**src/rtl/ps2_pkg.sv**
```systemverilog
// Shared types and constants for the PS/2 keyboard receiver.
// Latency: n/a (declarations only).
// Backpressure: n/a.
package ps2_pkg;

  // Prefix bytes folded into the event flags rather than reported as events.
  localparam logic [7:0] PS2_EXT = 8'hE0;
  localparam logic [7:0] PS2_BRK = 8'hF0;

  typedef enum logic [1:0] {
    IDLE  = 2'd0,
    RECV  = 2'd1,
    CHECK = 2'd2
  } ps2_state_e;

  typedef struct packed {
    logic       ext;
    logic       brk;
    logic [7:0] code;
  } ps2_evt_t;

  localparam int PS2_EVT_W = $bits(ps2_evt_t);

  // frame[7:0] = data, frame[8] = parity, frame[9] = stop.
  // Odd parity means data plus parity must hold an odd number of ones.
  function automatic logic ps2_frame_ok(input logic [9:0] frame);
    return (^frame[8:0]) & frame[9];
  endfunction

endpackage

```
**src/rtl/ps2_evt_fifo.sv**
```systemverilog
// Synchronous first-word-fall-through FIFO holding decoded key events.
// Latency: a push is visible on pop_dat/!empty the cycle after the write edge.
// Backpressure: push into a full FIFO is dropped unless a pop happens in the same cycle.
// Ports: clk, rst_n (async active-low); push/push_dat write side;
//        pop/pop_dat read side (pop_dat shows the head); full, empty status.
module ps2_evt_fifo
  import ps2_pkg::*;
#(
  parameter int WIDTH = PS2_EVT_W,
  parameter int DEPTH = 8
) (
  input  logic             clk,
  input  logic             rst_n,
  input  logic             push,
  input  logic [WIDTH-1:0] push_dat,
  input  logic             pop,
  output logic [WIDTH-1:0] pop_dat,
  output logic             full,
  output logic             empty
);

  localparam int AW = $clog2(DEPTH);
  localparam logic [AW:0] FULL_CNT = (AW+1)'(DEPTH);

  logic [WIDTH-1:0] mem_q [DEPTH];
  logic [WIDTH-1:0] mem_d [DEPTH];
  logic [AW-1:0]    wr_ptr_q, wr_ptr_d;
  logic [AW-1:0]    rd_ptr_q, rd_ptr_d;
  logic [AW:0]      cnt_q, cnt_d;
  logic             push_ok, pop_ok;

  assign full    = (cnt_q == FULL_CNT);
  assign empty   = (cnt_q == '0);
  assign pop_dat = mem_q[rd_ptr_q];

  // When full, a simultaneous pop frees the head slot, which is exactly the
  // slot the write pointer addresses, so the push can be accepted.
  assign pop_ok  = pop & ~empty;
  assign push_ok = push & (~full | pop_ok);

  always_comb begin
    mem_d    = mem_q;
    wr_ptr_d = wr_ptr_q;
    rd_ptr_d = rd_ptr_q;
    cnt_d    = cnt_q;
    if (push_ok) begin
      mem_d[wr_ptr_q] = push_dat;
      wr_ptr_d        = wr_ptr_q + 1'b1;
    end
    if (pop_ok) begin
      rd_ptr_d = rd_ptr_q + 1'b1;
    end
    case ({push_ok, pop_ok})
      2'b10:   cnt_d = cnt_q + 1'b1;
      2'b01:   cnt_d = cnt_q - 1'b1;
      default: cnt_d = cnt_q;
    endcase
  end

  always_ff @(posedge clk or negedge rst_n) begin
    if (!rst_n) begin
      for (int i = 0; i < DEPTH; i++) mem_q[i] <= '0;
      wr_ptr_q <= '0;
      rd_ptr_q <= '0;
      cnt_q    <= '0;
    end else begin
      mem_q    <= mem_d;
      wr_ptr_q <= wr_ptr_d;
      rd_ptr_q <= rd_ptr_d;
      cnt_q    <= cnt_d;
    end
  end

endmodule

```
**src/rtl/ps2_kbd_rx.sv**
```systemverilog
// PS/2 keyboard receiver: sync/filter pins, frame and check packets, fold E0/F0 into events.
// Latency: stop bit sampled in cycle N, CHECK in N+1, event visible on evt_valid in N+2.
// Backpressure: evt_valid/evt_ready pop; a full FIFO drops new events and sets sticky overflow.
// Ports: clk, rst_n; kclk/data async pins; evt_valid/evt_ready/evt_code/evt_ext/evt_brk event head;
//        last_code, frame_err pulse, err_led, overflow (cleared by ovf_clr), busy status.
module ps2_kbd_rx
  import ps2_pkg::*;
#(
  parameter int SYNC_STAGES    = 2,
  parameter int FILTER_LEN     = 4,
  parameter int TIMEOUT_CYCLES = 100000,
  parameter int FIFO_DEPTH     = 8
) (
  input  logic       clk,
  input  logic       rst_n,
  input  logic       kclk,
  input  logic       data,
  output logic       evt_valid,
  input  logic       evt_ready,
  output logic [7:0] evt_code,
  output logic       evt_ext,
  output logic       evt_brk,
  output logic [7:0] last_code,
  output logic       frame_err,
  output logic       err_led,
  output logic       overflow,
  input  logic       ovf_clr,
  output logic       busy
);

  localparam int FCW = (FILTER_LEN > 1) ? $clog2(FILTER_LEN) : 1;
  localparam int WDW = $clog2(TIMEOUT_CYCLES + 1);
  localparam logic [FCW-1:0] FLT_MAX = FCW'(FILTER_LEN - 1);
  localparam logic [WDW-1:0] WD_MAX  = WDW'(TIMEOUT_CYCLES - 1);

  logic [SYNC_STAGES-1:0] kclk_sync_q, kclk_sync_d;
  logic [SYNC_STAGES-1:0] data_sync_q, data_sync_d;
  logic                   kclk_f_q, kclk_f_d;
  logic                   kclk_f_prev_q;
  logic [FCW-1:0]         flt_cnt_q, flt_cnt_d;
  logic                   kclk_s, data_s, fall;

  ps2_state_e             state_q, state_d;
  logic [3:0]             bit_cnt_q, bit_cnt_d;
  logic [9:0]             frame_q, frame_d;
  logic [WDW-1:0]         wdog_q, wdog_d;
  logic                   ext_q, ext_d;
  logic                   brk_q, brk_d;
  logic [7:0]             last_code_q, last_code_d;
  logic                   frame_err_q, frame_err_d;
  logic                   err_led_q, err_led_d;
  logic                   overflow_q, overflow_d;

  logic                   push, pop, fifo_full, fifo_empty;
  ps2_evt_t               push_evt, head_evt;

  assign kclk_s = kclk_sync_q[SYNC_STAGES-1];
  assign data_s = data_sync_q[SYNC_STAGES-1];
  assign fall   = kclk_f_prev_q & ~kclk_f_q;

  // Synchronisers and kclk glitch filter. The filtered clock only moves after
  // FILTER_LEN consecutive samples disagree with it; any agreeing sample restarts the run.
  always_comb begin
    kclk_sync_d = {kclk_sync_q[SYNC_STAGES-2:0], kclk};
    data_sync_d = {data_sync_q[SYNC_STAGES-2:0], data};
    kclk_f_d    = kclk_f_q;
    flt_cnt_d   = '0;
    if (kclk_s != kclk_f_q) begin
      if (flt_cnt_q == FLT_MAX) begin
        kclk_f_d = kclk_s;
      end else begin
        flt_cnt_d = flt_cnt_q + 1'b1;
      end
    end
  end

  // Receive FSM, watchdog and decode.
  always_comb begin
    state_d     = state_q;
    bit_cnt_d   = bit_cnt_q;
    frame_d     = frame_q;
    wdog_d      = wdog_q;
    ext_d       = ext_q;
    brk_d       = brk_q;
    last_code_d = last_code_q;
    err_led_d   = err_led_q;
    frame_err_d = 1'b0;
    push        = 1'b0;
    case (state_q)
      IDLE: begin
        wdog_d = '0;
        if (fall && !data_s) begin
          state_d   = RECV;
          bit_cnt_d = '0;
        end
      end
      RECV: begin
        if (fall) begin
          // LSB-first: after ten shifts frame_q holds {stop, parity, data[7:0]}.
          frame_d = {data_s, frame_q[9:1]};
          wdog_d  = '0;
          if (bit_cnt_q == 4'd9) begin
            state_d = CHECK;
          end else begin
            bit_cnt_d = bit_cnt_q + 1'b1;
          end
        end else if (wdog_q == WD_MAX) begin
          state_d     = IDLE;
          wdog_d      = '0;
          frame_err_d = 1'b1;
          err_led_d   = 1'b1;
          ext_d       = 1'b0;
          brk_d       = 1'b0;
        end else begin
          wdog_d = wdog_q + 1'b1;
        end
      end
      CHECK: begin
        state_d = IDLE;
        if (ps2_frame_ok(frame_q)) begin
          err_led_d = 1'b0;
          if (frame_q[7:0] == PS2_EXT) begin
            ext_d = 1'b1;
          end else if (frame_q[7:0] == PS2_BRK) begin
            brk_d = 1'b1;
          end else begin
            push        = 1'b1;
            last_code_d = frame_q[7:0];
            ext_d       = 1'b0;
            brk_d       = 1'b0;
          end
        end else begin
          frame_err_d = 1'b1;
          err_led_d   = 1'b1;
          ext_d       = 1'b0;
          brk_d       = 1'b0;
        end
      end
      default: state_d = IDLE;
    endcase
  end

  assign push_evt = '{ext: ext_q, brk: brk_q, code: frame_q[7:0]};
  assign pop      = evt_ready & ~fifo_empty;

  // A set in the same cycle as ovf_clr wins so no drop goes unreported.
  assign overflow_d = (overflow_q & ~ovf_clr) | (push & fifo_full & ~pop);

  always_ff @(posedge clk or negedge rst_n) begin
    if (!rst_n) begin
      kclk_sync_q   <= '1;
      data_sync_q   <= '1;
      kclk_f_q      <= 1'b1;
      kclk_f_prev_q <= 1'b1;
      flt_cnt_q     <= '0;
      state_q       <= IDLE;
      bit_cnt_q     <= '0;
      frame_q       <= '0;
      wdog_q        <= '0;
      ext_q         <= 1'b0;
      brk_q         <= 1'b0;
      last_code_q   <= '0;
      frame_err_q   <= 1'b0;
      err_led_q     <= 1'b0;
      overflow_q    <= 1'b0;
    end else begin
      kclk_sync_q   <= kclk_sync_d;
      data_sync_q   <= data_sync_d;
      kclk_f_q      <= kclk_f_d;
      kclk_f_prev_q <= kclk_f_q;
      flt_cnt_q     <= flt_cnt_d;
      state_q       <= state_d;
      bit_cnt_q     <= bit_cnt_d;
      frame_q       <= frame_d;
      wdog_q        <= wdog_d;
      ext_q         <= ext_d;
      brk_q         <= brk_d;
      last_code_q   <= last_code_d;
      frame_err_q   <= frame_err_d;
      err_led_q     <= err_led_d;
      overflow_q    <= overflow_d;
    end
  end

  ps2_evt_fifo #(
    .WIDTH (PS2_EVT_W),
    .DEPTH (FIFO_DEPTH)
  ) u_fifo (
    .clk      (clk),
    .rst_n    (rst_n),
    .push     (push),
    .push_dat (push_evt),
    .pop      (pop),
    .pop_dat  (head_evt),
    .full     (fifo_full),
    .empty    (fifo_empty)
  );

  assign evt_valid = ~fifo_empty;
  assign evt_code  = head_evt.code;
  assign evt_ext   = head_evt.ext;
  assign evt_brk   = head_evt.brk;
  assign last_code = last_code_q;
  assign frame_err = frame_err_q;
  assign err_led   = err_led_q;
  assign overflow  = overflow_q;
  assign busy      = (state_q != IDLE);

endmodule

```
**config.mk**
```make
export PLATFORM = sky130hd
export DESIGN_NAME = ps2_kbd_rx
export DESIGN_NICKNAME = d
export VERILOG_FILES = /design/src/rtl/ps2_pkg.sv /design/src/rtl/ps2_evt_fifo.sv /design/src/rtl/ps2_kbd_rx.sv
export SDC_FILE = /design/constraint.sdc
export NUM_CORES = 1
export LEC_CHECK = 0
export BUFFER_PORTS_ARGS = -buffer_cell sky130_fd_sc_hd__buf_2
export CAP_MARGIN = 20
export CORE_ASPECT_RATIO = 1.75
export CORE_MARGIN = 10
export CORE_UTILIZATION = 60
export DETAILED_ROUTE_END_ITERATION = 10
export PLACE_DENSITY = 0.79
export SYNTH_ARGS = -nofsm -noshare
export SYNTH_HDL_FRONTEND = slang
export SYNTH_SLANG_ARGS = --single-unit
```
**constraint.sdc**
```tcl
create_clock -name clk -period 5.3 [get_ports clk]
set_input_delay 0.265 -clock clk [delete_from_list [all_inputs] [get_ports clk]]
set_output_delay 0.265 -clock clk [all_outputs]
set_load 0.02 [all_outputs]
```
## Word-level counts from Yosys, hierarchy flattened

Cells that the tools add are included.

| storage, ports and cells | value |
|---|---|
| register bits | 144 |
| input bits | 6 |
| output and inout port bits | 23 |
| logic and storage cells | 135 |

| cells by class | value |
|---|---|
| add/sub/neg operators | 7 |
| $lt $le $gt $ge | 3 |
| equal/unequal tests | 20 |
| muxes and demuxes | 42 |
| bitwise operators | 19 |
| reduce and logical (&&, ||, !) cells | 18 |

Operators with widths:

| kind | count |
|---|---|
| $bwmux 80 | 1 |
| $mux 17 | 2 |
| $pmux 17 s2 | 1 |
| $bmux 10 s3 | 1 |
| $demux 10 s3 | 1 |
| $mux 10 | 3 |
| $add 17x1->17 const B | 1 |
| $eq 17x17->1 const B | 1 |
| $mux 1 | 17 |
| $eq 8x8->1 const B | 2 |
| $pmux 4 s2 | 2 |
| $reduce_and 4->1 | 4 |
| $mux 2 | 6 |
| $mux 4 | 3 |
| $ne 2x2->1 const B | 5 |
| $ne 3x3->1 const B | 3 |
| $reduce_xor 9->1 | 1 |
| $add 4x1->4 const B | 2 |
| $and 1x1->1 | 8 |
| $eq 4x4->1 const B | 2 |
| $ge 4x4->1 const B | 2 |
| $not 3->4 | 2 |
| $pmux 1 s2 | 4 |
| $reduce_bool 2->1 | 4 |
| other kinds (17) | 31 |

## Logic depth before layout (Yosys ltp)

Gate-level depths: netlist (run 1).

| logic depth | value |
|---|---|
| depth after elaboration | 8 |
| mapped depth | 14 |
| depth with buffers taken out | 13 |

## Cells and area by module

From an unflattened synthesis (run 1), not the netlist that was laid out.

| unflattened totals | value |
|---|---|
| cell total of the unflattened synthesis | 509 |
| area, all modules | 6914.1 um2 |

Modules (own cells, without submodules):

| module | times used | cells an instance | area each (um2) | seq. area each (um2) |
|---|---|---|---|---|
| ps2_evt_fifo | 1 | 266 | 4310.4 | 2252.2 |
| ps2_kbd_rx | 1 | 243 | 2603.7 | 1358.8 |

## Least setup slack after synthesis (run 1)

Ideal clock, no wire load.

| timing path | value |
|---|---|
| path kind | reg2reg |
| start point | register frame_q[0] |
| end point | register u_fifo.cnt_q[2] |
| library setup time | 0.125 ns |
| data arrival time | 2.842 ns |
| data required time | 5.175 ns |
| setup slack | 2.333 ns |
| cell stages (with the launch flop) | 15 |
| buffers on the path | 2 |
| clock period less this slack | 2.967 ns |
| path through | dfrtp_1 > clkbuf_1 > inv_1 > ha_1 > xnor3_1 > and2_1 > buf_4 > nand3_1 > ha_1 > xor2_1 > ha_1 > a21oi_1 > xor2_1 > nor2_1 > xor2_1 |

| on the way | value |
|---|---|
| cells in the longest elaborated chain, start to end | 8 |
| elaborated cells on any way between the ends | 13 |
| those cells by class | eq/ne (4); mux (5); bitwise (2); reduce/logical (2) |

RTL lines:

| element | line | source |
|---|---|---|
| start: declaration | ps2_kbd_rx.sv:45 | `logic [9:0] frame_q, frame_d;` |
| start signal: assignment | ps2_kbd_rx.sv:174 | `frame_q <= frame_d;` |
| $eq 8x8->1 | ps2_kbd_rx.sv:124 | `end else if (frame_q[7:0] == PS2_BRK) begin` |
| $mux 1 | ps2_kbd_rx.sv:124 |  |
| $mux 1 | ps2_kbd_rx.sv:122 | `if (frame_q[7:0] == PS2_EXT) begin` |
| $mux 1 (*) | ps2_kbd_rx.sv:120 | `if (ps2_frame_ok(frame_q)) begin` |
| $mux 1 (*) | ps2_kbd_rx.sv:89 | `case (state_q)` |
| $and 1x1->1 (*) | ps2_evt_fifo.sv:39 | `assign push_ok = push & (~full \| pop_ok);` |
| $eq 2x1->1 / $eq 2x2->1 (equally long branches) | ps2_evt_fifo.sv:53 | `case ({push_ok, pop_ok})` |
| $pmux 4 s2 / $reduce_bool 2->1 (equally long branches) | - |  |
| end signal: assignment | ps2_evt_fifo.sv:70 | `cnt_q <= cnt_d;` |
| end: declaration | ps2_evt_fifo.sv:29 | `logic [AW:0] cnt_q, cnt_d;` |

Mark *: on every way between the ends. The rest lies on a longest branch, timed or not.
A chain may end at the register's enable or synchronous reset.

## Worst setup path after layout (run 1)

| timing path | value |
|---|---|
| start point | register frame_q[7] |
| end point | register u_fifo.cnt_q[2] |

Same word-level chain as after synthesis.

==> flow_metrics.py, run 1 <==
metrics = {
    "status": {
        "status": "finished clean",
    },
    "synthesis": {
        "yosysSeqAreaShare_pct": 52.40,
        "synth_flop_cell": "dfrtp_1",
        "synthSimpleGateAreaFrac_pct": 9.604,
        "ys_seq_elements": 144,
        "syn_area_per_cell_um2": 13.25,
        "yosysWarnings": 0,
        "async_flop_share_pct": 100.0,
        "synth_top_family_by_area": "multiplexers",
        "synthMuxAreaShare_pct": 24.80,
        "syn_nets": 543,
        "synth_compound_area_share_pct": 5.810,
        "synth_edf_count": 0,
        "syn_inst": 520,
        "synth_xor_area_share_pct": 1.852,
        "synth_cell_types": 53,
        "syn_area_um2": 6892,
        "synthAdderAreaFrac_pct": 3.086,
    },
    "die": {
        "num_rows": 51,
        "die_w_um": 101.0,
        "dieHeight_um": 161.8,
        "start_util_pct": 61.71,
        "pin_count": 29,
        "dieArea_um2": 16340,
        "core_area_um2": 11170,
    },
    "global_routing": {
        "grt_use_total_pct": 18.41,
        "grt_pass1_wl_mm": 23.69,
        "grt_pass1_vias": 4724,
        "antenna_found_initial": 0,
        "grt_max_degree": 87,
        "gr-total-overflow": 0,
    },
    "detailed_routing": {
        "dr.pass1.iters": 5,
        "drtIter0Drc": 218,
        "routed_via_density": 6.328,
        "route.detailed.drc": 0,
        "detail-route-antenna-nets": 0,
        "wl_mm": 14.36,
        "vias": 4379,
        "avgRoutedWirePerCell_um": 20.74,
    },
    "clock_network": {
        "htreeDepth": 4,
        "path_clk_slew_ns": 0.06,
        "cts_tree": "done",
        "post_cts_buffers": 0,
        "clk-insertion-delay-late_ns": 0.42,
        "cts-root-buf": "clkbuf_16",
        "cts_made_buffers": 17,
        "clock_path_buffers": 2,
        "cts_sinks": 144,
        "post_cts_resized": 0,
    },
    "cells_and_area": {
        "fin_util_pct": 69.18,
        "mostFrequentLayoutCells": "138 x dfrtp_1, 110 x mux2_2, 27 x buf_2",
        "drive_gt1_share_pct": 38.93,
        "postLayoutCellArea_um2": 7725,
        "nets": 570,
        "fill_cells": 758,
        "area_growth_syn_to_layout_pct": 12.09,
        "n_antenna_cell": 0,
        "final_common_cell": "dfrtp_1",
    },
    "sta": {
        "max_freq_mhz": 284.7,
        "setup_viol": 0,
        "finalCritPeriodShare_pct": 66.27,
        "period_needed_ns": 3.513,
        "fin_skew_ns": 0.009393,
        "worst_pin_slew_ns": 1.064,
        "finalHoldViolations": 0,
        "relSlewSlack_pct": 29.05,
        "drv_slew": 0,
        "rsz0062_at_grt": "false",
        "tns_ns": 0,
    },
    "placed_design": {
        "dp_hpwl_mm": 9.470,
        "place_area_um2": 7106,
        "gp_congestion": 0.8251,
        "portBuffers": 28,
    },
    "pwr": {
        "powerDensity_nw_per_um2": 400.6,
        "power_frac_comb_pct": 20.6,
        "p_int_mw": 2.119,
        "power_mw": 3.095,
        "p_seq_share_pct": 41.4,
        "p_switching_mw": 0.9754,
        "peakVddDrop_uv": 346.8,
        "clockPowerShare_pct": 38.0,
        "sw_frac_of_total_pct": 31.52,
        "leakagePower_nw": 3.706,
    },
    "critical_path": {
        "r2r_start": "frame_q[7]",
        "startpoint_type": "flop",
        "cp_max_fo": 13,
        "crit_path_max_incr_delay_ns": 0.54,
        "cpMaxStageDelayCell": "dfrtp_1",
        "cp_data_arrival_time_ns": 3.81,
        "rrSetupSlack_ns": 1.79,
        "cp.required_ns": 5.60,
        "setup.worst_path.class": "reg2reg",
        "r2r-end": "u_fifo.cnt_q[2]",
        "r2r_cells": 12,
        "critPathCaptureType": "flop",
        "path_cells": "ha_1, xnor2_1, xnor3_1, and2_1, nand3_1, ha_1, xor2_1, ha_1, a21oi_1, xor2_1, nor2_1, xor2_1",
    },
    "min_path": {
        "whs_endpoint": "u_fifo.rd_ptr_q[0]",
        "hold_start": "evt_ready",
        "holdCritPathClass": "in2reg",
        "whs_path_depth": 3,
    },
    "flow_run": {
        "max_cap_violations": 0,
    },
}
==> worst max-delay path by stage <==
stage	cells past startpoint	startpoint	to	slack, ns
2_1_floorplan	14	frame_q[0]	u_fifo.cnt_q[2]	2.33
3_3_place_gp	12	frame_q[6]	u_fifo.cnt_q[2]	2.05
3_5_place_dp	13	frame_q[4]	u_fifo.cnt_q[2]	1.85
4_1_cts	12	frame_q[6]	u_fifo.cnt_q[2]	1.80
5_1_grt	13	frame_q[4]	u_fifo.cnt_q[2]	1.44
6_report	12	frame_q[7]	u_fifo.cnt_q[2]	1.79
==> per-layer routing <==
metal	share of wire [%]	wire (µm)	global-route usage, %
met5	0	0	0
met2	54	7701	31.90
met4	3.3	476	8.906
met3	4.2	602	4.418
met1	39	5575	20.36
==> synthesized netlist by cell type, drive strengths merged (4+ instances only) <==
cell type	count	area share, %
xor2	4	0.51
and3	6	0.54
nor3	4	0.29
a21oi	16	1.2
mux4	20	6.5
nor4	4	0.58
nand2	26	1.4
nor2	13	0.78
ha	17	3.1
xnor2	8	1.0
o21ai	26	1.9
buf	8	0.71
inv	15	0.82
dfstp	6	2.3
a31oi	9	0.82
or3	5	0.53
dfrtp	138	50
clkbuf	17	0.93
nand4	7	0.91
nand3	18	1.5
mux2	110	18
==> flip-flops by register name, indices dropped and copies added (netlist names), 2 cells and up <==
signal / count
u_fifo.rd_ptr_q: 3
flt_cnt_q: 2
frame_q: 10
data_sync_q: 2
u_fifo.cnt_q: 4
u_fifo.mem_q: 80
wdog_q: 17
kclk_sync_q: 2
u_fifo.wr_ptr_q: 3
last_code: 8
state_q: 2
bit_cnt_q: 4
==> stage by stage <==
step,setup WS [ns],hold WS (ns),cells
final,1.787,0.1947,692
after global routing,1.439,0.2166,692
after CTS,1.800,0.1914,692
after detailed placement,1.853,0.3476,657
after global placement,2.054,0.3483,657
after floorplan,2.333,-0.03059,520
==> final cells by class <==
type	instances	area (µm²)	share of cell area, %
Clock inverter	12	122.6	1.587
Multi-Input combinational cell	336	3112	40.28
Inverter	15	56.30	0.7289
Timing Repair Buffer	33	191.4	2.478
Tap cell	132	165.2	2.138
Sequential cell	144	3611	46.74
Clock buffer	20	466.7	6.041
==> power by group through the flow <==
stage                     Clock, mW  Sequential [mW]  Combinational (mW)
after global routing           1.24             1.30               0.711
final                          1.18             1.28               0.637
after CTS                      1.19             1.28               0.636
after detailed placement          0             1.30               0.628
after floorplan                   0             1.24               0.552
after global placement            0             1.29               0.603
==> critical path: cells and delay by family (launching register included) <==
family	cells	cell delay (ns)
AOI/OAI and AO/OA	1	0.18
xor gates and xnor gates	5	0.97
adders and majority gates	3	0.85
DFF	1	0.54
and+or+nand+nor	3	0.86
==> logic make-up (layout without fill, tap and decap cells) <==
family          Yosys count  after routing
mux                     132            132
flops                   144            144
xor+xnor                 13             13
compound gates           65             65
simple gates            109            109
buf+inv                  40             80
fa+ha+maj                17             17
==> what timing repair did <==
action                     in CTS  in global routing
hold buffers                    3                  0
hold endpoints to repair       81                  0
setup endpoints to repair       0                  0
No activity file was read; power rests on OpenSTA's default activity.
==> inputs of run 2 (changes only) <==
==> constraint.sdc (replaced) <==
create_clock -name clk -period 3.6 [get_ports clk]
set_input_delay 0.18 -clock clk [delete_from_list [all_inputs] [get_ports clk]]
set_output_delay 0.18 -clock clk [all_outputs]
set_load 0.02 [all_outputs]
==> run 2 against run 1 <==
Via count fell by 0.30%; wire length up 3.4%; count of clock-buffer cells in the layout decreased by 1; sequential power is 48% higher; core utilization rose by 1.2 points; combinational power grew 52%; die area stayed put; largest power group is now the clock network; highest routed layer unchanged.
==> flow_metrics.py, run 2 (synthesis results as in run 1) <==
metrics = {
    "cells_and_area": {
        "nets": 578,
        "mostFrequentLayoutCells": "138 x dfrtp_1, 110 x mux2_2, 27 x buf_2",
        "largest_reg_flops": 80,
        "postLayoutCellArea_um2": 7861,
        "fill_cells": 729,
        "final_cells": 699,
        "top_register": "u_fifo.mem_q",
        "drive_gt1_share_pct": 39.68,
        "final_common_cell": "dfrtp_1",
        "fin_util_pct": 70.40,
        "area_growth_syn_to_layout_pct": 14.07,
        "reg_top3": "u_fifo.mem_q (80), wdog_q (17), frame_q (10)",
        "n_antenna_cell": 0,
    },
    "die": {
        "pin_count": 29,
        "dieHeight_um": 161.8,
        "start_util_pct": 61.71,
        "num_rows": 51,
        "core_area_um2": 11170,
        "dieArea_um2": 16340,
        "die_w_um": 101.0,
    },
    "sta": {
        "setup_viol": 0,
        "rsz0062_at_grt": "false",
        "worst_pin_slew_ns": 0.8423,
        "period_needed_ns": 3.141,
        "finalCritPeriodShare_pct": 87.26,
        "finalHoldViolations": 0,
        "relSlewSlack_pct": 43.85,
        "max_freq_mhz": 318.4,
        "whs_ns": 0.1016,
        "fin_ws_ns": 0.4588,
        "tns_ns": 0,
        "drv_slew": 0,
        "fin_skew_ns": 0.009268,
    },
    "critical_path": {
        "cp_num_cells": 13,
        "cp_max_fo": 11,
        "critPathTopFamily": "simple AND/OR/NAND/NOR gates",
        "startpoint_type": "flop",
        "setup.worst_path.class": "reg2reg",
        "cp_num_buf_inv": 1,
        "cp.required_ns": 3.89,
        "r2r_cells": 13,
        "cp_data_arrival_time_ns": 3.43,
        "critPathCaptureType": "flop",
        "cpMaxStageDelayCell": "dfrtp_1",
        "path_cells": "inv_1, ha_1, and3_1, o21a_1, nor2_2, nand3_1, ha_1, xor2_1, ha_1, a21oi_1, xor2_1, nor2_1, xor2_1",
        "crit_path_max_incr_delay_ns": 0.52,
    },
    "clock_network": {
        "cts_made_buffers": 17,
        "cts_tree": "done",
        "htreeDepth": 4,
        "clk-insertion-delay-late_ns": 0.42,
        "clock_path_buffers": 2,
        "cts_sinks": 144,
        "cts-root-buf": "clkbuf_16",
        "path_clk_slew_ns": 0.06,
    },
    "pwr": {
        "powerDensity_nw_per_um2": 611.4,
        "peakVddDrop_uv": 487.4,
        "leakagePower_nw": 3.774,
        "power_mw": 4.806,
    },
    "min_path": {
        "holdCritPathClass": "in2reg",
        "whs_path_depth": 3,
    },
    "detailed_routing": {
        "vias": 4366,
        "routed_via_density": 6.246,
        "met3RoutedLength_um": 517,
        "wl_met1_mm": 5.667,
        "avgRoutedWirePerCell_um": 21.24,
        "detail-route-antenna-nets": 0,
        "drtIter0Drc": 216,
        "wl_mm": 14.85,
        "maxUsedRoutingLayer": "met4",
        "met2_length_mm": 8.173,
        "route.detailed.drc": 0,
        "dr.pass1.iters": 4,
    },
    "global_routing": {
        "gr-total-overflow": 0,
        "grt_use_total_pct": 19.05,
        "grt_pass1_vias": 4823,
        "antenna_found_initial": 0,
        "grt_pass1_wl_mm": 24.43,
        "grt_max_degree": 97,
    },
    "status": {
        "status": "finished clean",
    },
    "placed_design": {
        "portBuffers": 28,
        "dp_slack_ns": 0.4764,
        "dpl.cell_count": 664,
        "place_area_um2": 7158,
        "gp_congestion": 0.8336,
        "dp_hpwl_mm": 9.649,
    },
    "flow_run": {
        "max_cap_violations": 0,
    },
}
==> run 2: cell types whose count changed in the layout (fill, tap and decap cells not counted), sizes merged <==
cell / previous run / this run
clkbuf: 20 / 19
bufinv: 1 / 5
inv: 21 / 17
buf: 30 / 38
==> run 2: what timing repair did <==
action	CTS	global route
buffers inserted	0	0
hold buffers	3	0
endpoints found under the hold margin	94	0
resized for setup	0	0
==> run 2: final cells by class <==
| type | count | area [µm²] | area share [%] |
|---|---|---|---|
| sequential | 144 | 3611 | 45.93 |
| multi-input combinational | 336 | 3112 | 39.58 |
| clock buffer | 19 | 452.9 | 5.762 |
| timing repair buffer | 41 | 259.0 | 3.295 |
| clock inverter | 12 | 205.2 | 2.610 |
| tap | 132 | 165.2 | 2.101 |
| inverter | 15 | 56.30 | 0.7162 |
==> run 2: worst register-to-register path, delay by kind of cell, from the launching register on <==
kind	cells	cell delay [ns]
fa+ha+maj	3	0.69
flops	1	0.52
simple gates	4	0.96
xor+xnor	3	0.47
compound gates	2	0.28
buf+inv	1	0.10
==> run 2: worst paths after layout <==
path / from / endpoint / slack, ns
worst max-delay path: frame_q[3] / u_fifo.cnt_q[2] / 0.46
worst min-delay path: evt_ready / u_fifo.rd_ptr_q[0] / 0.10
worst max register to register: frame_q[3] / u_fifo.cnt_q[2] / 0.46
worst min register to register: kclk_sync_q[0] / kclk_sync_q[1] / 0.36
max in group asynchronous: rst_n / kclk_f_prev_q / 2.29
min in group asynchronous: rst_n / u_fifo.rd_ptr_q[0] / 0.43
==> run 2: where the power goes <==
part | switching [mW] | total (mW) | internal [mW] | leakage [nW]
Clock | 0.680 | 1.95 | 1.27 | 0.316
Combinational | 0.580 | 0.966 | 0.386 | 1.48
Sequential | 0.158 | 1.89 | 1.73 | 1.98
==> run 2: metal layers <==
layer	track usage [%]	vias to the layer above
met3	3.568	39
met1	20.65	2244
met4	9.542	0
met2	33.99	108
met5	0	-
li1	-	1975
